--- src/rtl/pc_sequencer.sv ---
// pc_sequencer: owns the fetch PC of the MIPS core. Advances sequentially
// under the imem handshake, applies beq/bne/j/jr redirects and holds a
// multi-cycle pipeline flush after every accepted redirect.
module pc_sequencer #(
  parameter logic [31:0] RESET_PC     = 32'h0000_0000,
  parameter int unsigned FLUSH_CYCLES = 2               // legal range 1..7
) (
  input  logic        clk,
  input  logic        rst_n,
  input  logic        redirect_valid,
  input  logic [1:0]  flag,
  input  logic [31:0] jump_address,
  input  logic [31:0] branch_pc,
  input  logic [15:0] branch_imm,
  input  logic        stall,
  input  logic        imem_ready,
  output logic [31:0] pc,
  output logic        pc_valid,
  output logic        flush,
  output logic        redirect_taken,
  output logic        addr_err
);

  typedef enum logic [1:0] {
    IDLE  = 2'd0,
    RUN   = 2'd1,
    FLUSH = 2'd2
  } state_t;

  // Counter is loaded with FLUSH_CYCLES-1 so FLUSH lasts exactly FLUSH_CYCLES cycles.
  localparam logic [2:0] FLUSH_LOAD = 3'(FLUSH_CYCLES - 1);

  state_t      state_q, state_d;
  logic [31:0] pc_q, pc_d;
  logic [2:0]  cnt_q, cnt_d;
  logic        redirect_taken_q, redirect_taken_d;
  logic        addr_err_q, addr_err_d;

  logic [31:0] seq_base;
  logic [31:0] branch_off;
  logic [31:0] target;
  logic        target_misaligned;

  // Redirect target decode from the jump/branch unit's flag encoding.
  always_comb begin
    seq_base          = branch_pc + 32'd4;
    branch_off        = {{14{branch_imm[15]}}, branch_imm, 2'b00};
    target            = seq_base + branch_off;
    target_misaligned = 1'b0;
    case (flag)
      2'b00, 2'b01: target = seq_base + branch_off;
      2'b10:        target = {seq_base[31:28], jump_address[25:0], 2'b00};
      2'b11: begin
        // jr: low bits are forced to zero; a nonzero offset is reported.
        target            = {jump_address[31:2], 2'b00};
        target_misaligned = (jump_address[1:0] != 2'b00);
      end
      default: target = seq_base + branch_off;
    endcase
  end

  // Next-state, next-PC and one-shot pulse computation.
  always_comb begin
    state_d          = state_q;
    pc_d             = pc_q;
    cnt_d            = cnt_q;
    redirect_taken_d = 1'b0;
    addr_err_d       = 1'b0;
    case (state_q)
      IDLE: state_d = RUN;
      RUN: begin
        if (redirect_valid) begin
          // Redirect wins over stall/imem_ready; a pending fetch is dropped.
          pc_d             = target;
          state_d          = FLUSH;
          cnt_d            = FLUSH_LOAD;
          redirect_taken_d = 1'b1;
          addr_err_d       = (flag == 2'b11) && target_misaligned;
        end else if (imem_ready && !stall) begin
          pc_d = pc_q + 32'd4;
        end
      end
      FLUSH: begin
        // Any redirect seen here comes from a killed instruction.
        if (cnt_q == 3'd0) begin
          state_d = RUN;
        end else begin
          cnt_d = cnt_q - 3'd1;
        end
      end
      default: state_d = IDLE;
    endcase
  end

  // State register with asynchronous active-low reset.
  always_ff @(posedge clk or negedge rst_n) begin
    if (!rst_n) begin
      state_q          <= IDLE;
      pc_q             <= RESET_PC;
      cnt_q            <= 3'd0;
      redirect_taken_q <= 1'b0;
      addr_err_q       <= 1'b0;
    end else begin
      state_q          <= state_d;
      pc_q             <= pc_d;
      cnt_q            <= cnt_d;
      redirect_taken_q <= redirect_taken_d;
      addr_err_q       <= addr_err_d;
    end
  end

  assign pc             = pc_q;
  assign pc_valid       = (state_q == RUN);
  assign flush          = (state_q == FLUSH);
  assign redirect_taken = redirect_taken_q;
  assign addr_err       = addr_err_q;

endmodule

--- config.mk ---
export PLATFORM = sky130hd
export DESIGN_NAME = pc_sequencer
export DESIGN_NICKNAME = d
export VERILOG_FILES = /design/src/rtl/pc_sequencer.sv
export SDC_FILE = /design/constraint.sdc
export NUM_CORES = 1
export LEC_CHECK = 0
export ABC_AREA = 1
export CORE_ASPECT_RATIO = 0.5
export CORE_MARGIN = 2
export CORE_UTILIZATION = 28
export DETAILED_ROUTE_END_ITERATION = 8
export SETUP_SLACK_MARGIN = 0.2
export SYNTH_ARGS = -nofsm -noshare
export SYNTH_HDL_FRONTEND = slang
export SYNTH_SLANG_ARGS = --single-unit
--- constraint.sdc ---
create_clock -name clk -period 4.8 [get_ports clk]
set_input_delay 0.96 -clock clk [delete_from_list [all_inputs] [get_ports clk]]
set_output_delay 0.96 -clock clk [all_outputs]
set_load 0.01 [all_outputs]
==> results of run 1 <==
-- worst min-delay path by stage --
stage,startpoint,end,slack (ns),cells after the start
after floorplan,cnt_q[0]$_DFFE_PN0P_,cnt_q[0]$_DFFE_PN0P_,0.44,1
after global placement,cnt_q[0]$_DFFE_PN0P_,cnt_q[0]$_DFFE_PN0P_,0.46,1
after detailed placement,pc[1]$_DFFE_PN0P_,pc[1]$_DFFE_PN0P_,0.47,2
after CTS,pc[1]$_DFFE_PN0P_,pc[1]$_DFFE_PN0P_,0.49,2
after global routing,state_q[0]$_DFFE_PN0P_,state_q[0]$_DFFE_PN0P_,0.50,1
final,pc[1]$_DFFE_PN0P_,pc[1]$_DFFE_PN0P_,0.49,2
-- cells in the mapped netlist, types with 2 or more instances --
library cell,number,share of area
nand2_4,2,0.0036
o22ai_1,4,0.0040
o21ai_0,31,0.025
nand3_2,3,0.0048
nor2_4,5,0.0090
a221oi_1,12,0.017
nor4_1,7,0.0070
o211ai_1,3,0.0036
nor3b_2,2,0.0040
nor3_1,16,0.013
buf_4,5,0.0060
inv_2,14,0.0084
and2_1,3,0.0030
nand3b_1,3,0.0036
a31oi_1,5,0.0050
o21ai_1,4,0.0032
buf_2,9,0.0072
clkbuf_1,4,0.0024
nor2_2,12,0.012
nand2_2,12,0.012
nand4_1,12,0.012
or2_0,2,0.0020
inv_1,156,0.094
nand2_1,390,0.24
o21bai_1,4,0.0048
nor3_2,6,0.0096
nor2_1,90,0.054
xor2_1,23,0.032
dfrtp_1,39,0.16
or2_1,3,0.0030
and2_4,2,0.0028
a21oi_1,42,0.034
nor4_2,2,0.0040
nand3_1,85,0.068
xnor2_1,15,0.021
a21oi_2,2,0.0028
ha_1,38,0.076
or2_2,11,0.011
-- power by group through the flow --
| stage | sequential, W | clock (W) | combinational, W |
|---|---|---|---|
| after floorplan | 0.000697 | 0 | 0.000806 |
| after global routing | 0.000731 | 0.000351 | 0.00165 |
| after CTS | 0.000702 | 0.000339 | 0.00148 |
| after detailed placement | 0.000706 | 0 | 0.00147 |
| after global placement | 0.000708 | 0 | 0.00146 |
| final | 0.000702 | 0.000333 | 0.00147 |
-- cell families after synthesis --
kind of cell               synth area share
and+or+nand+nor                       0.485
buffers and inverters                 0.120
AOI/OAI and AO/OA                     0.106
adders and majority gates            0.0796
DFF                                   0.157
xor gates and xnor gates             0.0535
-- worst max-delay path: cells and delay by family --
family	cells	cell delay (ns)
and+or+nand+nor	14	1.94
buffers and inverters	4	0.85
adders and majority gates	1	0.32
xor gates and xnor gates	1	0.22
-- stage by stage --
step                total power [W]  hold slack [ns]
detailed placement          0.00218            0.469
CTS                         0.00252            0.489
global placement            0.00217            0.455
floorplan                   0.00150            0.440
global route                0.00273            0.501
finish                      0.00251            0.489
-- sequential cells by signal, indices dropped and copies added, names as in the netlist --
name	flops
redirect_taken	1
state_q	2
pc	32
cnt_q	3
addr_err	1
-- per-layer routing --
layer,vias up,part of all wire
met3,16,0.048
li1,3688,-
met4,0,0.012
met5,-,0
met2,169,0.43
met1,3252,0.51
-- cell type report --
| cell class | instances | share of cell area |
|---|---|---|
| multi-input cells | 861 | 0.571 |
| repair buffers | 126 | 0.158 |
| flip-flops and latches | 39 | 0.124 |
| inverters | 172 | 0.0820 |
| well taps | 300 | 0.0476 |
| clock buffers | 6 | 0.0163 |
| clock inverters | 2 | 0.00159 |
==> metrics.txt, run 1 <==
row count 38; pre-CTS setup slack 0.417 ns; min Tclk post-route 4.12 ns; CP max stage cell clkdlybuf4s50_1; Top Ports 123; worst r2r path cells 8; Clock Latency Late Sink approximately 0.28 ns; Slew headroom 0.371; chip width about 210 um; final std cells w/o fill 1,506; RD Place Congestion just over 0.9; DR WL/cell 15.4 um; GR Util All Layers 0.194; Final setup viols 0; Post-synth EDFFs 0; NetSw 0.00120 W; Pwr per Cell Area 318 nW/um^2; Final WS setup 0.682 ns; DRT iter0 DRCs 468; maximum VDD drop around 0.16 mV; status finished, final reports clean; top_reg_cell synth dfrtp_1; Inst Count DP ~1,500; post-route ant nets 0; final instance area 7890 um^2; Reg2Reg Setup Slack 2.79 ns; largest net degree at the start of global routing 40; syn nets 1,216; Most Used Layer, Global Route met2; Multi-input gate area approximately 4500 um^2; CTS sink cnt 39; CP endpoint pc[22]$_DFFE_PN0P_; initial core utilization 0.286; fmax 243 MHz; Area growth syn-to-layout 26.8%; synth warn 0; Syn Std Cell Area 6220 um^2; hold crit path type reg2reg; Crit. Startpoint branch_pc[2]; P_leak 3.92 nW; P_int 0.00131 W; CTS tree yes; max-slew violation count 0; startpoint types primary input; Layout fillers 2,409; commonest non-fill, non-tap cell in the layout nand2_1; sequential area share after synthesis 0.157; sw frac 0.479; TritonCTS buffer count 5; total negative slack 0 ns; share of layout cells above drive strength 1 0.0738; met2 GRT Util 0.311; Cell variety after synth 50; CTS Buffer Depth 2; CTS resizes 0; vias per cell 4.73; Crit path largest cell delay 0.53 ns; DP HPWL between 15,000 and 20,000 um; DRC violation count after routing 0; Yosys reg bits 39; period utilization 0.858; htree depth 2; MaxCap Viol Count 0; antenna violations before repair 0; Worst Skew 0.00369 ns; vias in the first global route 6,597; FFs w/ async S/R, synth 1.00; Worst-Margin Slew 0.944 ns; clock power share 0.133; CP most frequent cell nand2_1; Worst R2R End pc[31]$_DFFE_PN0P_; core box area between 20,000 and 25,000 um^2; CTS Hold Bufs 0; Arrival @ worst endpoint 4.29 ns; Routed WL around 23,000 um; Setup crit end kind flop; post-CTS setup buffers 0; wire length of the first global-routing pass approximately 36,000 um; met1 Usage GRT 0.285; Cells after Synth 1,090; Die ar. 23,500 um^2; GRT Residual Overflow 0; Hold Fails Final Rpt 0; vias 7,125; Worst-path clk slew ~0.060 ns; combinational share of power 0.588; grt met3 use 0.0213; root buf cell clkbuf_16; commonest cells after routing, fill and taps aside nand2_1, inv_1, clkdlybuf4s50_1, nor2_1, nand3_1; register area just under 1000 um^2; Chip Height ~110 um; final core utilization 0.363; Port Buffer Count 122; Crit Path Class in2reg; worst r2r src pc[16]$_DFFE_PN0P_; Flop pwr share 0.280; CP required 4.97 ns; placed cell areas a little under 8000 um^2; Syn Area/Cell 5.71 um^2; crit path max fanout 5; setup repair after global routing missed its margin false; # nets final 1,331; TritonRoute pass-1 iters 5; Antenna Cells 0; Critical Path, Cell by Cell clkdlybuf4s50_1 -> inv_1 -> nor2_4 -> inv_1 -> nor3_1 -> nand3_1 -> xnor2_1 -> ha_1 -> nand2_1 -> inv_1 -> nand2_1 -> nand2_1 -> nand2_1 -> nand2_1 -> nand3b_1 -> or2_1 -> nand3_1 -> nand2_1 -> nand3_1 -> nand2_1
Power figures use the tool's default switching activity.
==> run 2, diff against run 1 <==
- MAX_ROUTING_LAYER: not set -> met4
==> run 2 against run 1 <==
Routed wire length rose by 0.52%. Critical endpoint unchanged. Final area up 0.35%. Via count up 0.62%. Clock power is 18% higher.
==> metrics.txt, run 2 (same netlist as run 1, synthesis figures left out) <==
status finished, final reports clean; total negative slack 0 ns; Clock Latency Late Sink 0.29 ns; worst r2r path cells 8; Final setup viols 0; htree depth 2; initial core utilization 0.286; DP HPWL 19,700 um; Multi-input gate area 4500 um^2; Slew headroom 0.379; Reg2Reg Setup Slack approximately 2.8 ns; Top Ports roughly 120; CTS sink cnt 39; worst r2r src pc[16]$_DFFE_PN0P_; CP required 4.97 ns; crit path max fanout 5; chip width 215 um; setup repair after global routing missed its margin false; CTS tree yes; post-route ant nets 0; DRT iter0 DRCs approximately 500; Layout fillers 2,420; register area slightly below 1000 um^2; share of layout cells above drive strength 1 0.0746; GR Util All Layers 0.203; vias 7,169; maximum VDD drop 0.195 mV; CTS Hold Bufs 0; Largest register FFs 32; # nets final 1,331; TritonRoute pass-1 iters 5; MaxCap Viol Count 0; RD Place Congestion roughly 0.89; min Tclk post-route 4.14 ns; fmax 241 MHz; row count 38; post-CTS setup buffers 0; largest net degree at the start of global routing 40; DR WL/cell 15.5 um; WHS Path Cells 1; P_leak 3.94 nW; antenna violations before repair 0; Area growth syn-to-layout 27.2%; Worst R2R End pc[31]$_DFFE_PN0P_; period utilization 0.863; Crit Path Class in2reg; Die ar. ~24,000 um^2; GRT Residual Overflow 0; Port Buffer Count 122; TritonCTS buffer count 5; commonest non-fill, non-tap cell in the layout nand2_1; final core utilization 0.364; vias in the first global route 6,887; Worst Skew 0.00520 ns; root buf cell clkbuf_16; Hold Fails Final Rpt 0; vias per cell 4.76; Pwr per Cell Area 324 nW/um^2; Chip Height around 110 um; Worst-Margin Slew ~0.93 ns; wire length of the first global-routing pass around 37,000 um; Setup crit end kind flop; DRC violation count after routing 0; hold crit path type reg2reg; startpoint types primary input; CTS Buffer Depth 2; CTS resizes 0; Worst Hold End cnt_q[0]$_DFFE_PN0P_; core box area 21,700 um^2; max-slew violation count 0; Hold WS 0.481 ns; Arrival @ worst endpoint between 4 and 5 ns; commonest cells after routing, fill and taps aside nand2_1, inv_1, clkdlybuf4s50_1, nor2_1, nand3_1; Routed WL 23,300 um; hold path start cnt_q[0]$_DFFE_PN0P_; Worst-path clk slew 0.06 ns; Antenna Cells 0
[run 2: cell count changes in the layout (fill, tap and decap cells not counted)]
cell / before / now
clkbuf_1: 1 / 0
clkinvlp_4: 1 / 0
clkinv_4: 0 / 1
bufinv_16: 0 / 1
[run 2: stage by stage]
step / power, W / setup WS [ns] / instances / cell area [um^2]
3_3_place_gp: 0.00216 / 0.397 / 1498 / 7750
5_1_grt: 0.00277 / 0.418 / 1506 / 7920
4_1_cts: 0.00257 / 0.682 / 1506 / 7920
6_report: 0.00257 / 0.657 / 1506 / 7920
3_5_place_dp: 0.00217 / 0.386 / 1498 / 7750
2_1_floorplan: 0.00150 / 1.61 / 1090 / 6220
[run 2: report_power, final]
part           switching [W]  leakage, nW  total (W)  internal (W)
combinational       0.000835         3.38    0.00147      0.000636
sequential          0.000222        0.477   0.000701      0.000479
clock               0.000147       0.0838   0.000393      0.000245
[run 2: critical path, cell delays in order]
cell	delay (ns)
clkdlybuf4s50_1	0.52
inv_1	0.13
nor2_4	0.17
inv_1	0.12
nor3_1	0.43
nand3_1	0.17
xnor2_1	0.26
ha_1	0.34
nand2_1	0.16
inv_1	0.05
nand2_1	0.06
nand2_1	0.07
nand2_1	0.06
nand2_1	0.09
nand3b_1	0.22
or2_1	0.22
nand3_1	0.07
nand2_1	0.08
nand3_1	0.08
nand2_1	0.06
[run 2: area by class of cell]
cell class / instances / share of cell area
clock buffer: 5 / 0.0158
clock inverter: 3 / 0.00553
inverter: 172 / 0.0817
multi-input combinational: 861 / 0.569
sequential: 39 / 0.123
tap: 300 / 0.0474
timing repair buffer: 126 / 0.157
[run 2: how the worst max path moves through the flow]
| stage | from | end | slack, ns |
|---|---|---|---|
| detailed placement | branch_pc[2] | pc[22]$_DFFE_PN0P_ | 0.39 |
| finish | branch_pc[2] | pc[22]$_DFFE_PN0P_ | 0.66 |
| floorplan | branch_pc[7] | pc[27]$_DFFE_PN0P_ | 1.61 |
| global route | branch_pc[7] | pc[27]$_DFFE_PN0P_ | 0.42 |
| CTS | branch_pc[2] | pc[22]$_DFFE_PN0P_ | 0.68 |
| global placement | branch_pc[4] | pc[27]$_DFFE_PN0P_ | 0.40 |
[run 2: per-layer routing]
layer,up-vias,part of all wire,global-route usage
li1,3689,-,-
met1,3293,0.51,0.292
met2,168,0.43,0.317
met3,19,0.044,0.0124
met4,0,0.012,0.0382
met5,-,0,-
==> run 3, diff against run 2 <==
- CORE_UTILIZATION: 28 -> 50
- PLACE_DENSITY: not set -> 0.78
==> run 3 against run 2 <==
Fmax up 1.1%. Sequential cell count stayed put. Non-clock buffer count is the same. Worst setup slack gained 0.047 ns. Clock skew is 0.0018 ns lower. Sequential share of layout area is 0.31 points higher. Sequential power down 1%. Hold slack worse by 0.015 ns. Final area down 2.5%. Global-route usage grew 11 points. Register-to-register slack worse by 0.42 ns. Via count rose by 3.1%.
==> metrics.txt, run 3 (same netlist as run 1, synthesis figures left out) <==
Worst Skew between 0.003 and 0.004 ns; GR Util All Layers 0.313; antenna violations before repair 0; vias between 7,000 and 8,000; Slew headroom 0.414; share of layout cells above drive strength 1 0.0738; fmax 244 MHz; commonest non-fill, non-tap cell in the layout nand2_1; root buf cell clkbuf_16; Chip Height 82.9 um; RD Place Congestion approximately 1.0; status finished, final reports clean; chip width approximately 160 um; CP required 5.01 ns; TritonCTS buffer count 5; max-slew violation count 0; GRT Residual Overflow 0; CTS Buffer Depth 2; Pwr per Cell Area 322 nW/um^2; Crit Path Class in2reg; final std cells w/o fill 1,371; setup repair after global routing missed its margin false; Antenna Cells 0; Worst-Margin Slew 0.879 ns; MaxCap Viol Count 0; Hold Fails Final Rpt 0; CTS sink cnt 39; crit path max fanout 5; Setup crit end kind flop; htree depth 2; period utilization 0.853; Inst Count DP 1,363; Die ar. 13,400 um^2; CTS resizes 0; DRC violation count after routing 0; vias in the first global route 6,668; # nets final 1,331; post-route ant nets 0; Final setup viols 0; largest net degree at the start of global routing 40; DRT iter0 DRCs between 700 and 800; Clock Latency Late Sink 0.28 ns; maximum VDD drop between 0.2 and 0.3 mV; Routed WL 20,700 um; Area growth syn-to-layout 24.0%; DR WL/cell ~15 um; CTS Hold Bufs 0; wire length of the first global-routing pass 33,200 um; Largest register FFs 32; DP HPWL about 17,000 um; post-CTS setup buffers 0; P_leak 3.92 nW; row count 28; core box area 12,000 um^2; total negative slack 0 ns; Port Buffer Count between 100 and 150; Arrival @ worst endpoint approximately 4.3 ns; Worst-path clk slew 0.06 ns; min Tclk post-route about 4.1 ns; Top Ports about 120; hold crit path type reg2reg; TritonRoute pass-1 iters 6; CTS tree yes; startpoint types primary input; vias per cell 5.39; initial core utilization 0.520; commonest cells after routing, fill and taps aside nand2_1, inv_1, clkdlybuf4s50_1, nor2_1, nand3_1
-- run 3: cell types whose count changed in the layout (fill, tap and decap cells not counted) --
cell / before / now
bufinv_16: 1 / 0
clkbuf_1: 0 / 1
clkinv_4: 1 / 0
clkinvlp_4: 0 / 1
-- run 3: power breakdown --
group          internal (W)  switching [W]
combinational      0.000637       0.000827
sequential         0.000479       0.000214
clock              0.000192       0.000135
total               0.00131        0.00118
-- run 3: layout make-up --
cell class / count / area, um^2
Multi-Input combinational cell: 861 / 4500
Clock inverter: 2 / 12.5
Sequential cell: 39 / 976
Tap cell: 165 / 206
Fill cell: 1162 / 4260
Timing Repair Buffer: 126 / 1250
Clock buffer: 6 / 129
Inverter: 172 / 647
-- run 3: critical path: stages --
cell	delay, ns
clkdlybuf4s50_1	0.58
nand2_2	0.09
nor2_4	0.14
inv_1	0.11
nor3_1	0.41
nand4_1	0.24
xnor2_1	0.20
ha_1	0.36
nand2_1	0.11
nor2_1	0.21
inv_1	0.09
nor3_1	0.19
nand2_1	0.11
nand3_1	0.09
nand3_1	0.12
nand2_1	0.11
nand2_1	0.05
a21oi_1	0.13
-- run 3: final timing paths --
path | startpoint | endpoint | slack (ns) | cells past startpoint
worst max-delay path | branch_pc[4] | pc[27]$_DFFE_PN0P_ | 0.70 | 18
worst min-delay path | cnt_q[0]$_DFFE_PN0P_ | cnt_q[0]$_DFFE_PN0P_ | 0.47 | 1
worst max register to register | state_q[0]$_DFFE_PN0P_ | pc[21]$_DFFE_PN0P_ | 2.42 | 10
worst min register to register | cnt_q[0]$_DFFE_PN0P_ | cnt_q[0]$_DFFE_PN0P_ | 0.47 | 1
max in group asynchronous | rst_n | pc[22]$_DFFE_PN0P_ | 3.45 | 1
min in group asynchronous | rst_n | pc[23]$_DFFE_PN0P_ | 0.78 | 1
-- run 3: stage by stage --
| step | util | power [W] | hold WS [ns] | instance area (um^2) | worst slack [ns] |
|---|---|---|---|---|---|
| floorplan | - | 0.00150 | 0.440 | 6220 | 1.61 |
| global placement | 0.633 | 0.00210 | 0.454 | 7580 | 0.481 |
| detailed placement | 0.633 | 0.00213 | 0.459 | 7580 | 0.482 |
| CTS | 0.644 | 0.00246 | 0.466 | 7720 | 0.756 |
| global route | 0.644 | 0.00267 | 0.491 | 7720 | 0.257 |
| finish | 0.644 | 0.00248 | 0.466 | 7720 | 0.704 |
-- run 3: per-layer routing --
metal,wire [um],GRT usage,vias to the layer above,share of wire
li1,-,-,3701,-
met3,1770,0.0335,26,0.086
met1,9790,0.453,3331,0.47
met2,8820,0.477,332,0.43
met4,267,0.0515,0,0.013
met5,0,-,-,0
